## src/rtl/popcount_seg_accum_if.sv

```systemverilog
// Data/display bundle for popcount_seg_accum: counted input bits and mode go in,
// registered seven-segment pattern and decimal point come out.
interface popcount_seg_accum_if #(
    parameter int N_IN = 6
);
    logic [N_IN-1:0] din;
    logic            mode;
    logic [6:0]      seg;
    logic            dp;

    modport master (output din, output mode, input seg, input dp);
    modport slave  (input din, input mode, output seg, output dp);
endinterface

```

## src/rtl/popcount_seg_accum.sv

```systemverilog
// Three-stage ones counter (live or saturating accumulate) driving a hex seven-segment digit.
// Optional digit scanning across the accumulator nibbles: POPCOUNT_SEG_DIGIT_SCAN_EN.
module popcount_seg_accum #(
    parameter int N_IN     = 6,
    parameter int ACC_W    = 8,
    parameter int SCAN_DIV = 1024
) (
    input  logic                 clk,
    input  logic                 rst_n,
    popcount_seg_accum_if.slave  bus
);
    localparam int PW   = $clog2(N_IN + 1);
    localparam int NDIG = ACC_W / 4;
    localparam logic [ACC_W-1:0] VMAX = '1;

    logic [PW-1:0]    w_pop;
    logic [PW-1:0]    r_pop;
    logic             r_modeQ;
    logic             r_modeQQ;
    logic [ACC_W-1:0] r_value;
    logic [ACC_W:0]   w_sum;
    logic [3:0]       w_nibble;
    logic [6:0]       r_seg;
    logic             r_dp;

    function automatic logic [6:0] hexFont(input logic [3:0] n);
        logic [6:0] f;
        case (n)
            4'h0: f = 7'h3F;  4'h1: f = 7'h06;  4'h2: f = 7'h5B;  4'h3: f = 7'h4F;
            4'h4: f = 7'h66;  4'h5: f = 7'h6D;  4'h6: f = 7'h7D;  4'h7: f = 7'h07;
            4'h8: f = 7'h7F;  4'h9: f = 7'h6F;  4'hA: f = 7'h77;  4'hB: f = 7'h7C;
            4'hC: f = 7'h39;  4'hD: f = 7'h5E;  4'hE: f = 7'h79;  default: f = 7'h71;
        endcase
        return f;
    endfunction

    always_comb begin
        w_pop = '0;
        for (int i = 0; i < N_IN; i++) begin
            w_pop = w_pop + PW'(bus.din[i]);
        end
    end

    // One extra bit lets the clamp detect overflow without ever wrapping.
    assign w_sum = {1'b0, r_value} + (ACC_W + 1)'(r_pop);

    always_ff @(posedge clk or negedge rst_n) begin
        if (!rst_n) begin
            r_pop    <= '0;
            r_modeQ  <= 1'b0;
            r_modeQQ <= 1'b0;
            r_value  <= '0;
        end else begin
            r_pop    <= w_pop;
            r_modeQ  <= bus.mode;
            r_modeQQ <= r_modeQ;
            if (!r_modeQ || !r_modeQQ) begin
                r_value <= ACC_W'(r_pop);
            end else if (w_sum[ACC_W]) begin
                r_value <= VMAX;
            end else begin
                r_value <= w_sum[ACC_W-1:0];
            end
        end
    end

`ifdef POPCOUNT_SEG_DIGIT_SCAN_EN
    localparam int CW  = $clog2(SCAN_DIV);
    localparam int DSW = (NDIG > 1) ? $clog2(NDIG) : 1;

    logic [CW-1:0]  r_scanCnt;
    logic [DSW-1:0] r_digSel;

    always_ff @(posedge clk or negedge rst_n) begin
        if (!rst_n) begin
            r_scanCnt <= '0;
            r_digSel  <= '0;
        end else if (r_scanCnt == CW'(SCAN_DIV - 1)) begin
            r_scanCnt <= '0;
            r_digSel  <= (r_digSel == DSW'(NDIG - 1)) ? '0 : r_digSel + DSW'(1);
        end else begin
            r_scanCnt <= r_scanCnt + CW'(1);
        end
    end

    always_comb begin
        w_nibble = '0;
        for (int d = 0; d < NDIG; d++) begin
            if (r_digSel == DSW'(d)) begin
                w_nibble = r_value[4*d +: 4];
            end
        end
    end

    always_ff @(posedge clk or negedge rst_n) begin
        if (!rst_n) begin
            r_seg <= 7'h3F;
            r_dp  <= 1'b0;
        end else begin
            r_seg <= hexFont(w_nibble);
            r_dp  <= (r_digSel == DSW'(NDIG - 1));
        end
    end
`else
    logic r_sat;

    // Sticky clamp flag; any live cycle or fresh accumulate entry clears it.
    always_ff @(posedge clk or negedge rst_n) begin
        if (!rst_n) begin
            r_sat <= 1'b0;
        end else if (!r_modeQ || !r_modeQQ) begin
            r_sat <= 1'b0;
        end else if (w_sum[ACC_W]) begin
            r_sat <= 1'b1;
        end
    end

    assign w_nibble = r_value[3:0];

    always_ff @(posedge clk or negedge rst_n) begin
        if (!rst_n) begin
            r_seg <= 7'h3F;
            r_dp  <= 1'b0;
        end else begin
            r_seg <= hexFont(w_nibble);
            r_dp  <= r_sat;
        end
    end
`endif

    assign bus.seg = r_seg;
    assign bus.dp  = r_dp;
endmodule

```

## src/flat_wrapper.sv

```systemverilog
// flat-port wrapper written by rule: the top's interface ports become plain ports
module popcount_seg_accum_flat 
#(
    parameter int N_IN     = 6,
    parameter int ACC_W    = 8,
    parameter int SCAN_DIV = 1024
)
  (clk, rst_n, bus_din, bus_mode, bus_seg, bus_dp);
  popcount_seg_accum_if #(.N_IN(N_IN)) bus_i ();
  input  logic clk;
  input  logic rst_n;
  input wire logic [$bits(bus_i.din)-1:0] bus_din;
  input wire logic [$bits(bus_i.mode)-1:0] bus_mode;
  output wire logic [$bits(bus_i.seg)-1:0] bus_seg;
  output wire logic [$bits(bus_i.dp)-1:0] bus_dp;
  assign bus_i.din = bus_din;
  assign bus_i.mode = bus_mode;
  assign bus_seg = bus_i.seg;
  assign bus_dp = bus_i.dp;
  popcount_seg_accum #(.N_IN(N_IN), .ACC_W(ACC_W), .SCAN_DIV(SCAN_DIV)) u_core (.clk(clk), .rst_n(rst_n), .bus(bus_i));
endmodule
```

## config.mk

```make
export PLATFORM = sky130hd
export DESIGN_NAME = popcount_seg_accum_flat
export DESIGN_NICKNAME = d
export VERILOG_FILES = /design/src/rtl/popcount_seg_accum_if.sv /design/src/rtl/popcount_seg_accum.sv /design/src/flat_wrapper.sv
export SDC_FILE = /design/constraint.sdc
export NUM_CORES = 1
export LEC_CHECK = 0
export CAP_MARGIN = 5
export CORE_MARGIN = 4
export CORE_UTILIZATION = 48
export CTS_CLUSTER_DIAMETER = 200
export DETAILED_ROUTE_END_ITERATION = 6
export PLACE_DENSITY = 0.73
export SETUP_SLACK_MARGIN = 0.2
export SYNTH_ARGS = -nofsm -noshare
export SYNTH_HDL_FRONTEND = slang
export SYNTH_SLANG_ARGS = --single-unit
```

## constraint.sdc

```tcl
create_clock -name clk -period 1.9 [get_ports clk]
set_input_delay 0.38 -clock clk [delete_from_list [all_inputs] [get_ports clk]]
set_output_delay 0.38 -clock clk [all_outputs]
set_load 0.05 [all_outputs]
```

After elaboration in Yosys (flattened, before gate mapping). Memories as Yosys holds them, arrays and structs flattened. A register that Yosys moved wholly into a read port is not among the register bits. Index checks and enable logic that the tools add are counted.

Register bits after elaboration: 15. Memory bits (read-only): 112. Input port bits: 9. Output and inout bits: 8. Logic and storage cells: 22. Memories kept: 1.

Add/sub/neg operators: 6. Muxes and demuxes: 4. Reductions and logical operators: 5.

Memories: (no name shown) (depth 16, width 7, read ports 1, clocked after memory_dff 1, wr ports 0, line popcount_seg_accum.sv:28) `case (n)`.

Operators with widths (count): 8-bit two-way mux (2); 3-bit by 1-bit adder with 3-bit output (4); 8-bit by 3-bit adder with 9-bit output (1); 1-bit logical NOT (3); 1-bit by 1-bit adder with 2-bit output (1); 1-bit two-way mux (2); 2-bit nonzero test (1); 1-bit logical OR (1).

Logic depth before layout (Yosys ltp).
Word-level depth: 5. Mapped depth: 8. Gate-level depth less buffers: 8.

Least setup slack after synthesis. OpenSTA, ideal clock, no wires.

Path type: in2reg. From: in bus_din[0]. To: reg u_core.r_pop[1]. Library setup time: 0.064 ns. Data arrival time: 2.034 ns. Required time: 1.836 ns. Setup slack: -0.198 ns. Stages: 8. Buffers on the path: 0. Path through: ha_1 inv_1 fa_1 inv_1 fa_1 inv_1 fa_1 inv_1.

Longest elaborated chain between the ends: 5.

Ends and longest elaborated chain: start: declaration (line flat_wrapper.sv:12) `input wire logic [$bits(bus_i.din)-1:0] bus_din;`; 1-bit by 1-bit adder with 2-bit output (line popcount_seg_accum.sv:40) `w_pop = w_pop + PW'(bus.din[i]);`; 3-bit by 1-bit adder with 3-bit output (4 in a row) (line popcount_seg_accum.sv:40); net u_core.w_pop[1] (line popcount_seg_accum.sv:16) `logic [PW-1:0] w_pop;`; end signal: assignment (line popcount_seg_accum.sv:54) `r_pop <= w_pop;`; end: declaration (line popcount_seg_accum.sv:17) `logic [PW-1:0] r_pop;`.

The timed path passes the listed nets, and every way through them passes these cells. A chain may end at the register's enable or synchronous reset.

Final worst setup path. Same ends and word-level chain as after synthesis.

==> flow_summary.ini <==
[route]
post_drt_wl_per_cell_um = 13.6
routed_wl_um = 2350
drc_errors = 0
drt_pass1_iterations = 5
antenna_left = 0
vias = 949
routed_via_density = 5.49
drtIter0Drc = 28

[floorplanning]
ios = 17
die_w_um = 58.5
die_h_um = 58.5
row_count = 18
dieArea_um2 = 3420
start_util_pct = 49.9
core_um2 = 2450

[global_routing]
grt_pass1_wl_um = 3880
antenna_found_initial = 0
grt_overflow = 0
grt_pass1_vias = 917
grt_use_total_pct = 14.8
grt_max_degree = 23

[clock_tree]
clkSlewWorstSetupHoldPaths_ns = 0.12
cts_root_buf = clkbuf_4
cts_tree = built
htree_levels = 1
cts-buffers-inserted = 3
worstSkewPairLatency_ns = 0.30
cts_sinks = 22
ctsLongestPathBuffers = 2

[layout]
final_area_um2 = 1580
syn2layout_area_growth_pct = 28.6
fin_util_pct = 64.2
layout.nets = 168
diodes = 0
drive_gt1_share_pct = 30.8

[timing]
fin_crit_ns = 1.90
max_freq_mhz = 528
hold_violations = 0
slew_viol_final = 0
setup_viol = 0
max_slew_margin_pct = 67.6
layout_worst_path_cycle_share_pct = 99.8
rsz0062_at_grt = true
whs_ns = 0.392
tightest_slew_ns = 0.487
finClkSkew_ns = 0.00244

[power]
leakagePower_nw = 0.684
vdd_drop_max_mv = 0.929
p_per_area_nw_per_um2 = 1290

[place]
port_buffers = 16
placed_area_um2 = 1470
routabilityCongestion = 0.838
dpl.hpwl_um = 1720

[logic_synthesis]
synth_area_leaders = dfrtp_1, dfstp_2, ha_1
syn_avg_cell_area_um2 = 10.3
yosysWarnings = 0
synth-seq-cells = 22
syn_nets = 143
synth.top_cell.area_share_pct = 32.7
ys_seq_area_share_pct = 45.6
syn-cell-area_um2 = 1220
synth_cell_type_count = 32
syn_inst = 119
yosys.area.top_type = dfrtp_1

[critical_path]
path_max_fanout = 1
crit_required_ns = 2.16
critPathKind = in2reg
startpoint_type = input port
worstSetupEndpointType = register
reg2reg_slack_ns = 0.15
worst_ep_arrival_time_ns = 2.15

[run_status]
status = completed

[min_path]
hp-class = reg2reg

[flow_run]
maxCapViolations = 0
==> metrics by stage <==
stage	setup WS [ns]	setup TNS, ns	power [W]	instances
2_1_floorplan	-0.172	-0.172	0.00140	119
4_1_cts	-0.0874	-0.0874	0.00197	172
3_3_place_gp	-0.661	-1.42	0.00165	167
3_5_place_dp	-0.725	-1.57	0.00168	167
6_report	0.00433	0	0.00203	173
5_1_grt	-0.00786	-0.00786	0.00218	173
==> repair_timing <==
action                                  4_1_cts  5_1_grt
pin swaps                                     6        9
gates resized for setup                      19        8
setup buffers                                 1        1
endpoints found under the setup margin       12        9
hold buffers                                  0        0
==> cells in the mapped netlist, drive strengths merged <==
master  number
a211oi       3
a21o         2
a21oi       10
a31oi        2
a41oi        1
and2         1
buf          2
clkbuf       1
dfrtp       16
dfstp        6
fa           4
ha          11
inv         13
nand2        8
nand2b       2
nand3        3
nand4        1
nor2         7
nor2b        2
nor3         3
nor4b        2
o2111a       1
o211ai       2
o21a         1
o21ai        8
o31ai        1
or3          1
or3b         1
or4          3
xnor2        1
==> sequential cells by signal, indices dropped and copies added, names as in the netlist <==
| register | count |
|---|---|
| u_core.r_value | 8 |
| u_core.bus.seg | 7 |
| u_core.r_pop | 3 |
| u_core.bus.dp | 1 |
| u_core.r_modeQ | 1 |
| u_core.r_modeQQ | 1 |
| u_core.r_sat | 1 |
==> critical path, cell delays in order <==
cell	delay [ns]
buf_6	0.09
ha_4	0.25
inv_2	0.03
fa_1	0.47
inv_1	0.05
fa_2	0.33
inv_2	0.07
fa_2	0.42
inv_1	0.06
==> logic make-up (layout without fill, tap and decap cells) <==
family	Yosys count	after routing	synth area share [%]
AND/OR/NAND/NOR	34	34	15.0
adder cells (fa/ha/maj)	15	15	17.8
AO/OA/AOI/OAI	31	31	15.9
XOR/XNOR	1	1	0.715
buffers and inverters	16	40	5.00
flip-flops	22	22	45.6
==> area by class of cell <==
| cell class | instances | area, µm² |
|---|---|---|
| Clock buffer | 4 | 36.3 |
| Timing Repair Buffer | 23 | 199 |
| Inverter | 13 | 48.8 |
| Multi-Input combinational cell | 81 | 696 |
| Tap cell | 30 | 37.5 |
| Fill cell | 209 | 880 |
| Sequential cell | 22 | 558 |
==> per-layer routing <==
layer	share of wire [%]	routed length, µm	GRT usage (%)	vias to the layer above
met5	0	0	0	-
met4	0.43	10	5.96	0
met3	5.2	121	3.07	2
met2	55	1280	27.0	17
met1	40	931	16.6	472
li1	-	-	-	458
==> power breakdown <==
group          total [W]  switching (W)  internal, W  leakage [nW]
Combinational    0.00108       0.000659     0.000418         0.397
Sequential      0.000697      0.0000785     0.000619         0.265
Clock           0.000257       0.000140     0.000117        0.0210
==> path summary, 6_finish.rpt <==
kind / startpoint / endpoint / depth (start not counted)
setup / recovery: bus_din[0] / u_core.r_pop[1]$_DFF_PN0_ / 9
min in group asynchronous: rst_n / u_core.bus.dp$_DFF_PN0_ / 2
hold / removal: u_core.r_sat$_DFFE_PN0P_ / u_core.bus.dp$_DFF_PN0_ / 0
hold reg to reg: u_core.r_sat$_DFFE_PN0P_ / u_core.bus.dp$_DFF_PN0_ / 0
setup reg to reg: u_core.r_value[0]$_DFF_PN0_ / u_core.r_value[7]$_DFF_PN0_ / 5
max in group asynchronous: rst_n / u_core.bus.seg[3]$_DFF_PN1_ / 2
==> cells in the final DEF, fill, tap and decap left out, types with 3 or more instances in the layout <==
cell type / count
a21oi_1: 8
o21ai_0: 8
inv_2: 3
nor3_2: 3
nand2_1: 8
clkdlybuf4s50_1: 4
buf_4: 12
nand3_1: 3
nor2_1: 7
inv_1: 10
ha_1: 9
fa_2: 3
clkbuf_4: 3
dfstp_2: 6
buf_6: 3
or4_1: 3
dfrtp_1: 16
dlygate4sd2_1: 4
Power figures use the tool's default switching activity.
==> edit, RTL diff (config.mk and constraints unchanged) <==
`N_IN` is set to 6 in 3 places; all go to 12.
--- a/src/rtl/popcount_seg_accum_if.sv
+++ b/src/rtl/popcount_seg_accum_if.sv
@@ -3,3 +3,3 @@
 interface popcount_seg_accum_if #(
-    parameter int N_IN = 6
+    parameter int N_IN = 12
 );
--- a/src/rtl/popcount_seg_accum.sv
+++ b/src/rtl/popcount_seg_accum.sv
@@ -3,3 +3,3 @@
 module popcount_seg_accum #(
-    parameter int N_IN     = 6,
+    parameter int N_IN     = 12,
     parameter int ACC_W    = 8,
--- a/src/flat_wrapper.sv
+++ b/src/flat_wrapper.sv
@@ -3,3 +3,3 @@
 #(
-    parameter int N_IN     = 6,
+    parameter int N_IN     = 12,
     parameter int ACC_W    = 8,
Ports: changed (resized bus_din); port bits go from 17 to 23. No check against the original RTL was run, so the function may have changed too.
==> edit against the unedited design <==
- the flow now finishes with violations (negative setup slack)
- largest cell class unchanged
- synthesized area rose by 17%
- final area rose by 18%
- total power rose by 43%
- largest power group unchanged
- global-route usage rose by 0.21 points
- routed wire length rose by 17%
- worst hold slack improved by 0.0036 ns
- sequential cell count rose by 1
- worst setup slack got worse by 1.0 ns
- highest routed layer unchanged
==> edit: results (changes against the unedited design) <==
* Clk_lat worst skew at 0.31 ns
* Predominant post-synthesis flop cell: dfrtp_1
* CP Launch Point: bus_din[1]
* GRT Util Overall at 14.98% (+0.21 points)
* PortBufs at 22 (+6)
* Number of iterations in the first detailed-routing pass at 4 (-1)
* Number of antenna diodes at 0 (unchanged)
* Most common library cells after synthesis: inv_1 (27), dfrtp_1 (17), ha_1 (15), nor2_1 (9)
* WL per Instance at 13.61 um (+0.26%)
* Syn Inst Count at 134 (+13%)
* Status: complete, but fails checks
* Sequential fraction of the synthesis area at 40.63% (-4.9 points)
* Layout cell share with drive strength beyond 1 at 29.24% (-1.5 points)
* Ranking of synthesized cells by area: dfrtp_1 (30%), ha_1 (13%), fa_1 (11%)
* R2R setup slack at 0.13 ns (-0.02 ns)
* Layout Cells excl Fill at 202 (+17%)
* Leakage power total at 0.8970 nW (+31%)
* XOR/XNOR Fraction of Synth Area at 1.831% (+1.1 points)
* Via count at 1,072 (+13%)
* GPL Wtd Cong at 0.8487 (+1.3%)
* NumNets Final at 210 (+25%)
* Number of flops mapped to enable cells by yosys at 0 (unchanged)
* Cell count of the worst reg-to-reg path at 8 (+3)
* CP arrival at 3.14 ns (+0.99 ns)
* Final Skew at 0.01071 ns (+0.008271 ns)
* Failing checks: negative setup slack
* TNS Setup at -3.476 ns (-3.476 ns)
* Crit Path Max Fanout at 2 (+1)
* Final setup violation count at 4 (+4)
* First-pass GRT wire length at 4664 um (+20%)
* Min-delay worst type: input port to asynchronous set/reset pin
* Final HPWL DP at 2061 um (+20%)
* Synth unique cells at 35 (+9.4%)
* Postcts setup bufs at 6 (+5)
* Synth Area in Compound Gates at 13.78% (-2.2 points)
* Post-synthesis mux area share at 3.749% (+3.7 points)
* Mapped Nets at 172 (+20%)
* Pin count of the biggest net entering global routing at 24 (+4.3%)
* Least-Margin Pin Slew at 0.4919 ns (+0.004687 ns)
* First-iteration detailed-routing DRC count at 68 (+140%)
* Cell Area, Placed at 0.001725 mm2 (+18%)
* Worst vdd ir at 0.6396 mV (-31%)
* Cells after DPL at 190 (+14%)
* Dpl ws at -1.727 ns (-1.002 ns)
* Reg-to-Reg Start: u_core.r_pop[0]$_DFF_PN0_
* Post-CTS Resized at 25 (+6)
* Post-Synth Adder-Cell Area at 24.24% (+6.5 points)
* Reg2reg end: u_core.r_value[6]$_DFF_PN0_
* PnR worst setup slack at -1.034 ns (-1.038 ns)
edit: cell type report:
| class | instances | area [um2] |
|---|---|---|
| fill | 232 | 947.2 |
| multi-input combinational | 82 | 802.0 |
| sequential | 23 | 583.1 |
| timing repair buffer | 35 | 302.8 |
| inverter | 27 | 101.3 |
| tap | 31 | 38.79 |
| clock buffer | 3 | 22.52 |
| clock inverter | 1 | 7.507 |
edit: critical path: stages:
cell and delay, ns:
buf_6 0.10, ha_4 0.25, inv_2 0.03, fa_1 0.47, fa_1 0.53, fa_1 0.44
fa_2 0.37, fa_2 0.53, inv_1 0.04
edit: power by group:
group	internal, mW	switching, mW	leakage [nW]
logic	0.857	1.04	0.609
clock network	0.0801	0.143	0.0139
registers	0.696	0.0848	0.275
total	1.63	1.27	0.897
edit: routing by layer:
layer | wire length (um) | GRT usage (%) | vias to the layer above
met3 | 71 | 1.799 | 6
met2 | 1541 | 28.89 | 18
li1 | - | - | 517
met4 | 50 | 6.887 | 0
met1 | 1086 | 16.03 | 531
met5 | 0 | 0 | -
edit: worst min-delay path by stage:
| stage | startpoint | to | slack [ns] | depth (start not counted) |
|---|---|---|---|---|
| after detailed placement | u_core.r_sat$_DFFE_PN0P_ | u_core.bus.dp$_DFF_PN0_ | 0.37 | 0 |
| final | rst_n | u_core.bus.dp$_DFF_PN0_ | 0.40 | 2 |
| after global routing | rst_n | u_core.bus.dp$_DFF_PN0_ | 0.40 | 2 |
| after global placement | u_core.r_sat$_DFFE_PN0P_ | u_core.bus.dp$_DFF_PN0_ | 0.36 | 0 |
| after floorplan | rst_n | u_core.bus.dp$_DFF_PN0_ | 0.08 | 0 |
| after CTS | rst_n | u_core.bus.dp$_DFF_PN0_ | 0.40 | 2 |
